**src/rtl/vga_timing_gen.sv**
```systemverilog
// VGA raster timing generator: pixel-rate divider, column/row counters, region FSM
// and sync/blanking decode, with a multiplier-free linear pixel address.
module vga_timing_gen #(
  parameter int unsigned DIV      = 2,
  parameter int unsigned H_ACTIVE = 640,
  parameter int unsigned H_FP     = 16,
  parameter int unsigned H_SYNC   = 96,
  parameter int unsigned H_BP     = 48,
  parameter int unsigned V_ACTIVE = 480,
  parameter int unsigned V_FP     = 10,
  parameter int unsigned V_SYNC   = 2,
  parameter int unsigned V_BP     = 33,
  parameter logic        HS_POL   = 1'b0,
  parameter logic        VS_POL   = 1'b0,
  parameter int unsigned CNT_W    = 10,
  parameter int unsigned ADDR_W   = 20
) (
  input  logic              clk,
  input  logic              n_rst,
  input  logic              enable,
  output logic              pixel_en,
  output logic [CNT_W-1:0]  col_cnt,
  output logic [CNT_W-1:0]  row_cnt,
  output logic              hsync,
  output logic              vsync,
  output logic              de,
  output logic [1:0]        h_state,
  output logic [ADDR_W-1:0] pixel_addr,
  output logic              line_end,
  output logic              frame_end
);

  localparam int unsigned H_TOTAL      = H_ACTIVE + H_FP + H_SYNC + H_BP;
  localparam int unsigned V_TOTAL      = V_ACTIVE + V_FP + V_SYNC + V_BP;
  localparam int unsigned DIV_W        = (DIV > 1) ? $clog2(DIV) : 1;
  localparam int unsigned H_FP_START   = H_ACTIVE;
  localparam int unsigned H_SYNC_START = H_ACTIVE + H_FP;
  localparam int unsigned H_BP_START   = H_ACTIVE + H_FP + H_SYNC;
  localparam int unsigned V_SYNC_START = V_ACTIVE + V_FP;
  localparam int unsigned V_SYNC_LAST  = (V_SYNC != 0) ? (V_SYNC_START + V_SYNC - 1) : V_SYNC_START;

  localparam logic [1:0] ST_ACTIVE = 2'd0;
  localparam logic [1:0] ST_FRONT  = 2'd1;
  localparam logic [1:0] ST_SYNC   = 2'd2;
  localparam logic [1:0] ST_BACK   = 2'd3;

  // Refuse to build a generator whose counters cannot reach the last column/line.
  if (DIV < 1 || 64'(H_TOTAL) > (64'(1) << CNT_W) || 64'(V_TOTAL) > (64'(1) << CNT_W)) begin : g_param_err
    $error("vga_timing_gen: DIV must be >= 1 and CNT_W must hold H_TOTAL-1 and V_TOTAL-1");
  end

  logic [DIV_W-1:0]  div_q, div_d;
  logic [CNT_W-1:0]  col_q, col_d, row_q, row_d;
  logic [ADDR_W-1:0] addr_q, addr_d;
  logic [1:0]        hst_q, hst_d;
  logic              hsync_q, hsync_d, vsync_q, vsync_d, de_q, de_d;
  logic              pe_c, le_c, fe_c;

  // Divider, counters, address and vertical/active decode of the next position.
  always_comb begin
    div_d  = div_q;
    col_d  = col_q;
    row_d  = row_q;
    addr_d = addr_q;
    pe_c   = enable && (div_q == DIV_W'(DIV - 1));
    le_c   = pe_c && (col_q == CNT_W'(H_TOTAL - 1));
    fe_c   = le_c && (row_q == CNT_W'(V_TOTAL - 1));
    if (enable) begin
      div_d = (div_q == DIV_W'(DIV - 1)) ? '0 : div_q + DIV_W'(1);
    end
    if (pe_c) begin
      col_d = le_c ? '0 : col_q + CNT_W'(1);
      if (le_c) begin
        row_d = fe_c ? '0 : row_q + CNT_W'(1);
      end
    end
    de_d = (col_d < CNT_W'(H_ACTIVE)) && (row_d < CNT_W'(V_ACTIVE));
    // Address holds through blanking, so the next active pixel is always +1.
    if (pe_c) begin
      if (fe_c) begin
        addr_d = '0;
      end else if (de_d) begin
        addr_d = addr_q + ADDR_W'(1);
      end
    end
    vsync_d = ((V_SYNC != 0) && (row_d >= CNT_W'(V_SYNC_START)) &&
               (row_d <= CNT_W'(V_SYNC_LAST))) ? VS_POL : ~VS_POL;
  end

  // Horizontal region FSM; empty regions are skipped at the shared boundary column.
  always_comb begin
    hst_d = hst_q;
    if (pe_c) begin
      if (col_d == '0) begin
        hst_d = ST_ACTIVE;
      end else begin
        case (hst_q)
          ST_ACTIVE: if (col_d == CNT_W'(H_FP_START))
                       hst_d = (H_FP != 0) ? ST_FRONT : ((H_SYNC != 0) ? ST_SYNC : ST_BACK);
          ST_FRONT:  if (col_d == CNT_W'(H_SYNC_START))
                       hst_d = (H_SYNC != 0) ? ST_SYNC : ST_BACK;
          ST_SYNC:   if (col_d == CNT_W'(H_BP_START))
                       hst_d = ST_BACK;
          default:   hst_d = hst_q;
        endcase
      end
    end
    hsync_d = (hst_d == ST_SYNC) ? HS_POL : ~HS_POL;
  end

  always_ff @(posedge clk or negedge n_rst) begin
    if (!n_rst) begin
      div_q   <= '0;
      col_q   <= '0;
      row_q   <= '0;
      addr_q  <= '0;
      hst_q   <= ST_ACTIVE;
      hsync_q <= ~HS_POL;
      vsync_q <= ~VS_POL;
      de_q    <= 1'b1;
    end else begin
      div_q   <= div_d;
      col_q   <= col_d;
      row_q   <= row_d;
      addr_q  <= addr_d;
      hst_q   <= hst_d;
      hsync_q <= hsync_d;
      vsync_q <= vsync_d;
      de_q    <= de_d;
    end
  end

  assign pixel_en   = pe_c;
  assign line_end   = le_c;
  assign frame_end  = fe_c;
  assign col_cnt    = col_q;
  assign row_cnt    = row_q;
  assign pixel_addr = addr_q;
  assign h_state    = hst_q;
  assign hsync      = hsync_q;
  assign vsync      = vsync_q;
  assign de         = de_q;

endmodule
```
**config.mk**
```make
export PLATFORM = sky130hd
export DESIGN_NAME = vga_timing_gen
export DESIGN_NICKNAME = d
export VERILOG_FILES = /design/src/rtl/vga_timing_gen.sv
export SDC_FILE = /design/constraint.sdc
export NUM_CORES = 1
export LEC_CHECK = 0
export CAP_MARGIN = 15
export CORE_ASPECT_RATIO = 0.5
export CORE_UTILIZATION = 55
export CTS_BUF_LIST = sky130_fd_sc_hd__clkbuf_8
export DETAILED_ROUTE_END_ITERATION = 12
export PLACE_DENSITY = 0.84
export RECOVER_POWER = 25
export SETUP_SLACK_MARGIN = 0.1
export SYNTH_ARGS = -nofsm -noshare
export SYNTH_HDL_FRONTEND = slang
export SYNTH_SLANG_ARGS = --single-unit
```
**constraint.sdc**
```tcl
create_clock -name clk -period 5.9 [get_ports clk]
set_input_delay 1.18 -clock clk [delete_from_list [all_inputs] [get_ports clk]]
set_output_delay 1.18 -clock clk [all_outputs]
set_load 0.01 [all_outputs]
```
==> results.yml, run 1 <==
grt:
  grt_usage_pct: 25.8
  grt_pass1_vias: 2312
  grt_pass1_wl_um: 10300
  use_met1_pct: 32.0
  antenna_found_initial: 0
  use_met2_pct: 45.5
  grt_start_max_net_pins: 47
  grt.met3_usage_pct: 5.47
  overflow: 0
  grt-busiest-layer: "met2"
worst_setup_path:
  crit_required_ns: 4.72
  timing.rr.start: "col_cnt[5]"
  cp-startpoint: "enable"
  cp-endpoint: "frame_end"
  worstSetupPathType: "input port to output pin"
  rrSetupSlack_ns: 2.25
  cp.arrival_ns: 3.64
  r2r_end: "pixel_addr[0]"
  critPathLaunchType: "input port"
  crit_fanout: 15
  worstRegToRegCells: 9
  cp-end-kind: "output pin"
clock_network:
  numCtsBuffers: 5
  cts_tree: "done"
  cts_root_buf: "clkbuf_8"
  cts_resized: 0
  cts_buffer_depth: 2
  postCtsSetupBuffers: 0
  clk_latency_ns: 0.30
  htree_levels: 2
  clkSlewWorstSetupHoldPaths_ns: 0.08
  cts_sinks: 46
  hold_buffers: 0
route:
  detail-route-antenna-nets: 0
  drc_errors: 0
  wirelength_um: 6330
  num_vias: 2405
  first_pass_iters: 5
  vias_per_cell: 6.03
  routedWlPerCell_um: 15.9
  drt_iter0_markers: 116
power_and_ir_drop:
  p_per_area_nw_per_um2: 260
  vdd_drop_max_uv: 212
  leakage_nw: 1.35
placement:
  place_hpwl_um: 4490
  gp_congestion: 0.869
  io_buffers: 50
  dp.cells: 391
  dp_slack_ns: 1.18
cells_and_area:
  finalNonFillerCells: 399
  nets: 339
  area.growth.synth_to_final_pct: 23.6
  antenna_cells: 0
  drive_above_1_share_pct: 9.31
synthesis:
  ys_warn_count: 0
  synth_top_family_by_area: "simple AND/OR/NAND/NOR gates"
  ys_ff_latch: 46
  synth-simple-area-share_pct: 30.1
  syn_avg_cell_area_um2: 9.48
  synth.mux.area_fraction_pct: 2.32
  syn_nets: 291
  synthArstFlopShare_pct: 100
  synth_edf_count: 0
  synthCells: 284
  synth_compound_area_share_pct: 12.5
  synth_xor_area_share_pct: 5.16
  ys_types: 57
  synth_adder_area_share_pct: 1.86
  yosys_most_used_dff: "dfrtp_1"
  ys_seq_area_share_pct: 42.9
  synth_area_um2: 2690
run_status:
  outcome: "finished, violations left"
  violations: "max-capacitance violations, max-slew violations"
sta:
  max_freq_mhz: 208
  setup_slack_ns: 1.08
  tns_ns: 0
  hold_viol_final: 0
  worst_slew_pin_slew_ns: 2.39
  finalCritPeriodShare_pct: 81.7
  setup_viol: 0
  period_needed_ns: 4.82
  drv_slew: 47
  fin_skew_ns: 0.00778
  rsz0062_at_grt: "no"
  maxSlewHeadroom_pct: -59.5
min_path:
  hold_path.class: "flop to flop"
  hold_path_depth: 1
floorplan:
  die_h_um: 51.5
  rows: 17
  die_area_um2: 5190
  io_pins: 51
  core_region_area_um2: 4550
  start_util_pct: 59.1
  die_w_um: 101
job:
  max_cap_viol_count: 1
cell families (layout without fill, tap and decap cells):
| kind of cell | after synthesis | in the layout |
|---|---|---|
| buffers and inverters | 27 | 76 |
| and+or+nand+nor | 135 | 135 |
| AOI/OAI and AO/OA | 51 | 51 |
| xor gates and xnor gates | 15 | 15 |
| DFF | 46 | 46 |
| adders and majority gates | 4 | 4 |
| muxes | 6 | 6 |
worst min path at each step:
stage                         startpoint             end  slack [ns]
after floorplan                    div_q           div_q        0.49
after global placement             div_q           div_q        0.52
after detailed placement           div_q           div_q        0.53
after CTS                 pixel_addr[14]  pixel_addr[14]        0.54
after global routing      pixel_addr[14]  pixel_addr[14]        0.58
final                              div_q           div_q        0.54
per-layer routing:
layer | vias up | share of wire [%]
met1 | 1183 | 45
li1 | 1140 | -
met4 | 0 | 1.1
met3 | 10 | 5.4
met5 | - | 0
met2 | 72 | 49
registers in the layout, indices dropped and copies added (netlist names):
name and cells:
de 1, pixel_addr 20, row_cnt 10, vsync 1, col_cnt 10, div_q 1, hsync 1, h_state 2
synth_stat cells, types with 5 or more instances:
library cell	n	area [um2]
or4_1	7	52.6
clkbuf_1	6	22.5
dfrtp_1	43	1080
xor2_1	6	52.6
o21ai_0	6	30.0
nor3_1	7	35.0
xnor2_1	8	70.1
nor2_1	24	90.1
o31ai_1	9	67.6
nand3_1	19	95.1
o21ai_1	6	30.0
inv_1	12	45.0
o41ai_1	6	52.6
a21oi_1	12	60.1
nand2_1	27	101
or4b_1	6	60.1
or3_1	5	31.3
nand4_1	8	50.1
through the flow:
step                hold WS, ns  total power, W  utilization [%]  cell area [um2]
floorplan                 0.494        0.000522                -             2690
detailed placement        0.526        0.000625             70.6             3210
global placement          0.515        0.000616             70.6             3210
global route              0.576        0.000907             73.1             3330
finish                    0.544        0.000867             73.1             3330
CTS                       0.538        0.000869             73.1             3330
worst max-delay path, cell delays in order:
cell	delay [ns]
dlygate4sd3_1	0.63
nand3_1	0.28
or4_4	0.61
clkinv_4	0.15
nand2_4	0.14
inv_2	0.10
clkdlybuf4s50_1	0.53
layout make-up:
class,count,area (um2)
Timing Repair Buffer,52,509
Clock inverter,2,33.8
Tap cell,66,82.6
Clock buffer,6,82.6
Fill cell,364,1220
Multi-Input combinational cell,211,1400
Sequential cell,46,1150
Inverter,16,65.1
power breakdown:
part | internal [W] | switching (W)
sequential | 0.000350 | 0.0000546
combinational | 0.000106 | 0.000110
clock | 0.000137 | 0.000110
total | 0.000592 | 0.000274
layout by cell type (no fill, tap or decap), drive strengths merged, types with 5 or more instances in the layout:
| cell type | n |
|---|---|
| a21oi | 12 |
| clkbuf | 7 |
| clkdlybuf4s50 | 48 |
| dfrtp | 43 |
| inv | 15 |
| nand2 | 28 |
| nand3 | 20 |
| nand4 | 9 |
| nor2 | 24 |
| nor3 | 7 |
| nor4 | 6 |
| o21ai | 13 |
| o31ai | 9 |
| o41ai | 6 |
| or3 | 5 |
| or4 | 9 |
| or4b | 7 |
| xnor2 | 8 |
| xor2 | 7 |
Note: power is estimated with default switching activity, not from simulation.
==> inputs of run 2 (changes only) <==
- CORE_UTILIZATION: 55 -> 54
- PLACE_DENSITY: 0.84 -> 0.82
- clock period: 5.9 -> 4.6 ns (I/O delays scaled with it)
==> run 2 against run 1 <==
  * The run still ends with max-capacitance violations, max-slew violations left
  * Global-route usage decreased by 0.56 points
  * Power increased by 20%
  * Clock skew increased by 0.0090 ns
  * Cell area decreased by 0.87%
  * Largest cell class unchanged
==> results.yml, run 2 (synthesis results as in run 1) <==
run_status:
  outcome: "finished, violations left"
  violations: "max-capacitance violations, max-slew violations"
floorplan:
  rows: 17
  io_pins: 51
  die_area_um2: 5290
  core_region_area_um2: 4590
  start_util_pct: 58.6
  die_h_um: 51.9
  die_w_um: 102
route:
  detail-route-antenna-nets: 0
  wirelength_um: 6190
  num_vias: 2360
  first_pass_iters: 4
  vias_per_cell: 5.90
  routedWlPerCell_um: 15.5
  drc_errors: 0
  drt_iter0_markers: 105
job:
  max_cap_viol_count: 1
sta:
  hold_ws_ns: 0.536
  tns_ns: 0
  finalCritPeriodShare_pct: 91.3
  hold_viol_final: 0
  setup_viol: 0
  fin_skew_ns: 0.0168
  period_needed_ns: 4.20
  max_freq_mhz: 238
  maxSlewHeadroom_pct: -7.91
  worst_slew_pin_slew_ns: 1.62
  drv_slew: 30
  rsz0062_at_grt: "no"
worst_setup_path:
  cp-end-kind: "output pin"
  cp.arrival_ns: 3.28
  worstSetupPathType: "input port to output pin"
  crit_required_ns: 3.68
  critPathLaunchType: "input port"
  crit_fanout: 15
clock_network:
  clkSlewWorstSetupHoldPaths_ns: 0.10
  hold_buffers: 0
  cts_resized: 0
  cts_tree: "done"
  cts_root_buf: "clkbuf_8"
  cts_sinks: 46
  htree_levels: 2
  cts_buffer_depth: 2
  numCtsBuffers: 5
  clk_latency_ns: 0.31
  postCtsSetupBuffers: 0
power_and_ir_drop:
  vdd_drop_max_uv: 240
  p_per_area_nw_per_um2: 316
  leakage_nw: 1.33
  p_sw_share_pct: 33.9
  pwr-share-clk_pct: 23.4
  p_int_w: 0.000689
  total_power_w: 0.00104
  seqPwrFrac_pct: 49.8
  comb_power_share_pct: 26.8
  switchingPower_w: 0.000353
min_path:
  hold_path.class: "flop to flop"
cells_and_area:
  final_cell_mix: "49 x clkdlybuf4s50_1, 43 x dfrtp_1, 27 x nand2_1, 24 x nor2_1, 19 x nand3_1"
  nFillCells: 363
  antenna_cells: 0
  drive_above_1_share_pct: 8.98
  nets: 340
  largest_register_ffs: 20
  final_common_cell: "clkdlybuf4s50_1"
  area.growth.synth_to_final_pct: 22.5
grt:
  grt_pass1_wl_um: 10200
  use_met1_pct: 33.2
  use_met2_pct: 41.1
  grt.met3_usage_pct: 5.78
  overflow: 0
  grt_pass1_vias: 2200
  grt-busiest-layer: "met2"
  grt_usage_pct: 25.3
  antenna_found_initial: 0
  grt_start_max_net_pins: 47
placement:
  gp_congestion: 0.893
  io_buffers: 50
  place_hpwl_um: 4330
-- run 2: changes by cell type in the layout (fill, tap and decap cells not counted), sizes merged --
| cell | change |
|---|---|
| bufinv | -1 |
| clkdlybuf4s50 | +1 |
| clkinvlp | +1 |
| dlygate4sd3 | -1 |
| inv | +1 |
-- run 2: final timing paths --
check                      slack, ns  cells after the start             end            from
hold / removal                  0.54                      1  pixel_addr[14]  pixel_addr[14]
min in group asynchronous       0.71                      1  pixel_addr[19]           n_rst
setup reg to reg                1.25                      8   pixel_addr[0]      col_cnt[5]
max in group asynchronous       1.89                      2      row_cnt[0]           n_rst
hold reg to reg                 0.54                      1  pixel_addr[14]  pixel_addr[14]
setup / recovery                0.40                      7       frame_end          enable
-- run 2: power by group through the flow --
stage          Combinational, W  Clock, W  Sequential, W
4_1_cts                0.000281  0.000245       0.000517
3_5_place_dp           0.000280         0       0.000523
5_1_grt                0.000307  0.000263       0.000527
6_report               0.000279  0.000244       0.000518
2_1_floorplan          0.000145         0       0.000524
3_3_place_gp           0.000270         0       0.000522
-- run 2: critical path: stages --
cell,delay [ns]
clkdlybuf4s50_1,0.55
nand3_1,0.26
or4_4,0.61
clkinv_4,0.14
nand2_4,0.14
inv_2,0.11
clkdlybuf4s50_1,0.53
-- run 2: final cells by class --
class | count | area (um2) | share of cell area [%]
Sequential cell | 46 | 1150 | 35.0
Clock buffer | 5 | 68.8 | 2.09
Inverter | 16 | 65.1 | 1.97
Tap cell | 66 | 82.6 | 2.50
Multi-Input combinational cell | 211 | 1400 | 42.4
Timing Repair Buffer | 53 | 513 | 15.6
Clock inverter | 3 | 15.0 | 0.455
-- run 2: stage by stage --
step	util (%)	setup slack, ns	area (um2)	cells
after floorplan	-	1.17	2690	284
after global placement	69.9	0.490	3210	391
after detailed placement	69.9	0.412	3210	391
after CTS	71.7	0.404	3300	399
after global routing	71.8	0.289	3300	400
final	71.8	0.399	3300	400
-- run 2: metal layers --
layer / wire length, um / share of wire [%]
met1: 2910 / 47
met2: 2860 / 46
met3: 302 / 4.9
met4: 121 / 2.0
met5: 0 / 0
==> inputs of run 3 (changes only) <==
- GPL_ROUTABILITY_DRIVEN: not set -> 0
- REMOVE_ABC_BUFFERS: not set -> 1
==> run 3 against run 2 <==
  * The flow still finishes with violations (max-capacitance violations, max-slew violations)
  * Combinational power about the same
  * Via count shrank 0.51%
  * Worst hold slack worse by 0.0056 ns
  * Highest routed layer unchanged
  * Count of clock-buffer cells in the layout unchanged
  * Largest power group unchanged
  * Fmax shrank 2.2%
==> results.yml, run 3 (synthesis results as in run 1) <==
cells_and_area:
  largest_register_ffs: 20
  area.growth.synth_to_final_pct: 22.9
  drive_above_1_share_pct: 9.88
  antenna_cells: 0
  nets: 340
  finalNonFillerCells: 400
  nFillCells: 357
  final_common_cell: "clkdlybuf4s50_1"
  final_cell_mix: "48 x clkdlybuf4s50_1, 43 x dfrtp_1, 27 x nand2_1, 24 x nor2_1, 19 x nand3_1"
grt:
  antenna_found_initial: 0
  grt_pass1_wl_um: 10700
  grt_pass1_vias: 2249
  grt_start_max_net_pins: 47
  overflow: 0
  grt_usage_pct: 26.7
power_and_ir_drop:
  p_sw_share_pct: 34.1
  switchingPower_w: 0.000359
  p_per_area_nw_per_um2: 318
  vdd_drop_max_uv: 207
  p_int_w: 0.000692
  pwr-share-clk_pct: 24.2
  leakage_nw: 1.33
  comb_power_share_pct: 26.4
  seqPwrFrac_pct: 49.4
sta:
  fin_skew_ns: 0.00744
  rsz0062_at_grt: "no"
  drv_slew: 47
  setup_viol: 0
  hold_viol_final: 0
  maxSlewHeadroom_pct: -58.8
  max_freq_mhz: 233
  setup_slack_ns: 0.306
  worst_slew_pin_slew_ns: 2.38
  hold_ws_ns: 0.530
  period_needed_ns: 4.29
  tns_ns: 0
  finalCritPeriodShare_pct: 93.3
clock_network:
  hold_buffers: 0
  postCtsSetupBuffers: 0
  clkSlewWorstSetupHoldPaths_ns: 0.09
  numCtsBuffers: 5
  htree_levels: 2
  cts_buffer_depth: 2
  cts_sinks: 46
  cts_tree: "done"
  cts_resized: 0
  clk_latency_ns: 0.31
  cts_root_buf: "clkbuf_8"
run_status:
  violations: "max-capacitance violations, max-slew violations"
  outcome: "finished, violations left"
route:
  drt_iter0_markers: 106
  routedWlPerCell_um: 15.6
  detail-route-antenna-nets: 0
  num_vias: 2348
  drc_errors: 0
  vias_per_cell: 5.87
  wirelength_um: 6250
  first_pass_iters: 4
placement:
  dp_slack_ns: 0.412
  dp.cells: 392
  io_buffers: 50
  place_hpwl_um: 4480
worst_setup_path:
  cp_top_family: "buffers and inverters"
  crit_fanout: 15
  critPathLaunchType: "input port"
  worstSetupPathType: "input port to output pin"
  crit_required_ns: 3.68
  critPathBufInv: 4
  cp.arrival_ns: 3.37
  path_cells: "dlygate4sd3_1 -> nand3_1 -> or4_4 -> clkinv_4 -> nand2_4 -> inv_2 -> clkdlybuf4s50_1"
  slowest_stage: "dlygate4sd3_1"
  cp-end-kind: "output pin"
  crit_path_max_incr_delay_ns: 0.64
floorplan:
  die_w_um: 102
  core_region_area_um2: 4590
  die_h_um: 51.9
  start_util_pct: 58.6
  rows: 17
  die_area_um2: 5290
  io_pins: 51
job:
  max_cap_viol_count: 1
min_path:
  hold_path.class: "flop to flop"
## run 3: changes by cell type in the layout (fill, tap and decap cells not counted), sizes merged
cell / before / now
buf: 2 / 3
clkbuf: 7 / 6
clkdlybuf4s50: 49 / 48
clkinv: 2 / 4
dlygate4sd3: 0 / 1
inv: 16 / 14
## run 3: cell type report
cell class,instances,area (um2),area share [%]
Multi-Input combinational cell,211,1400,42.3
Sequential cell,46,1150,34.9
Timing Repair Buffer,53,517,15.6
Tap cell,66,82.6,2.50
Clock buffer,5,68.8,2.08
Inverter,16,65.1,1.97
Clock inverter,3,21.3,0.643
## run 3: path summary, 6_finish.rpt
| path | start | to | slack [ns] | cells past startpoint |
|---|---|---|---|---|
| setup / recovery | enable | frame_end | 0.31 | 7 |
| hold / removal | pixel_addr[14] | pixel_addr[14] | 0.53 | 1 |
| setup reg to reg | col_cnt[1] | pixel_addr[0] | 1.22 | 9 |
| hold reg to reg | pixel_addr[14] | pixel_addr[14] | 0.53 | 1 |
| max in group asynchronous | n_rst | div_q | 1.92 | 1 |
| min in group asynchronous | n_rst | col_cnt[4] | 1.32 | 1 |
## run 3: per-layer routing
layer | GRT usage, % | vias to the layer above | part of all wire (%)
met5 | 0 | - | 0
met4 | 7.86 | 0 | 0.94
met3 | 6.05 | 7 | 4.5
met2 | 44.7 | 53 | 47
met1 | 35.1 | 1149 | 47
li1 | - | 1139 | -
## run 3: worst register-to-register path: cells and delay by family (launching register included)
family / cells / cell delay, ns
multiplexers: 1 / 0.36
flip-flops: 1 / 0.48
buffers and inverters: 1 / 0.15
AND/OR/NAND/NOR: 6 / 2.00
adder cells (fa/ha/maj): 1 / 0.28
## run 3: power groups by stage
stage | combinational, W | clock [W] | sequential (W)
after global routing | 0.000304 | 0.000275 | 0.000532
final | 0.000277 | 0.000254 | 0.000519
after detailed placement | 0.000279 | 0 | 0.000525
after global placement | 0.000267 | 0 | 0.000524
after floorplan | 0.000132 | 0 | 0.000531
after CTS | 0.000280 | 0.000258 | 0.000519
## run 3: per-stage QoR
stage                     util, %  cell area (um2)  total power (W)
final                        72.0             3310          0.00105
after global routing         72.0             3310          0.00111
after CTS                    72.0             3310          0.00106
after detailed placement     70.1             3220         0.000804
after global placement       70.1             3220         0.000791
after floorplan                 -             2620         0.000663
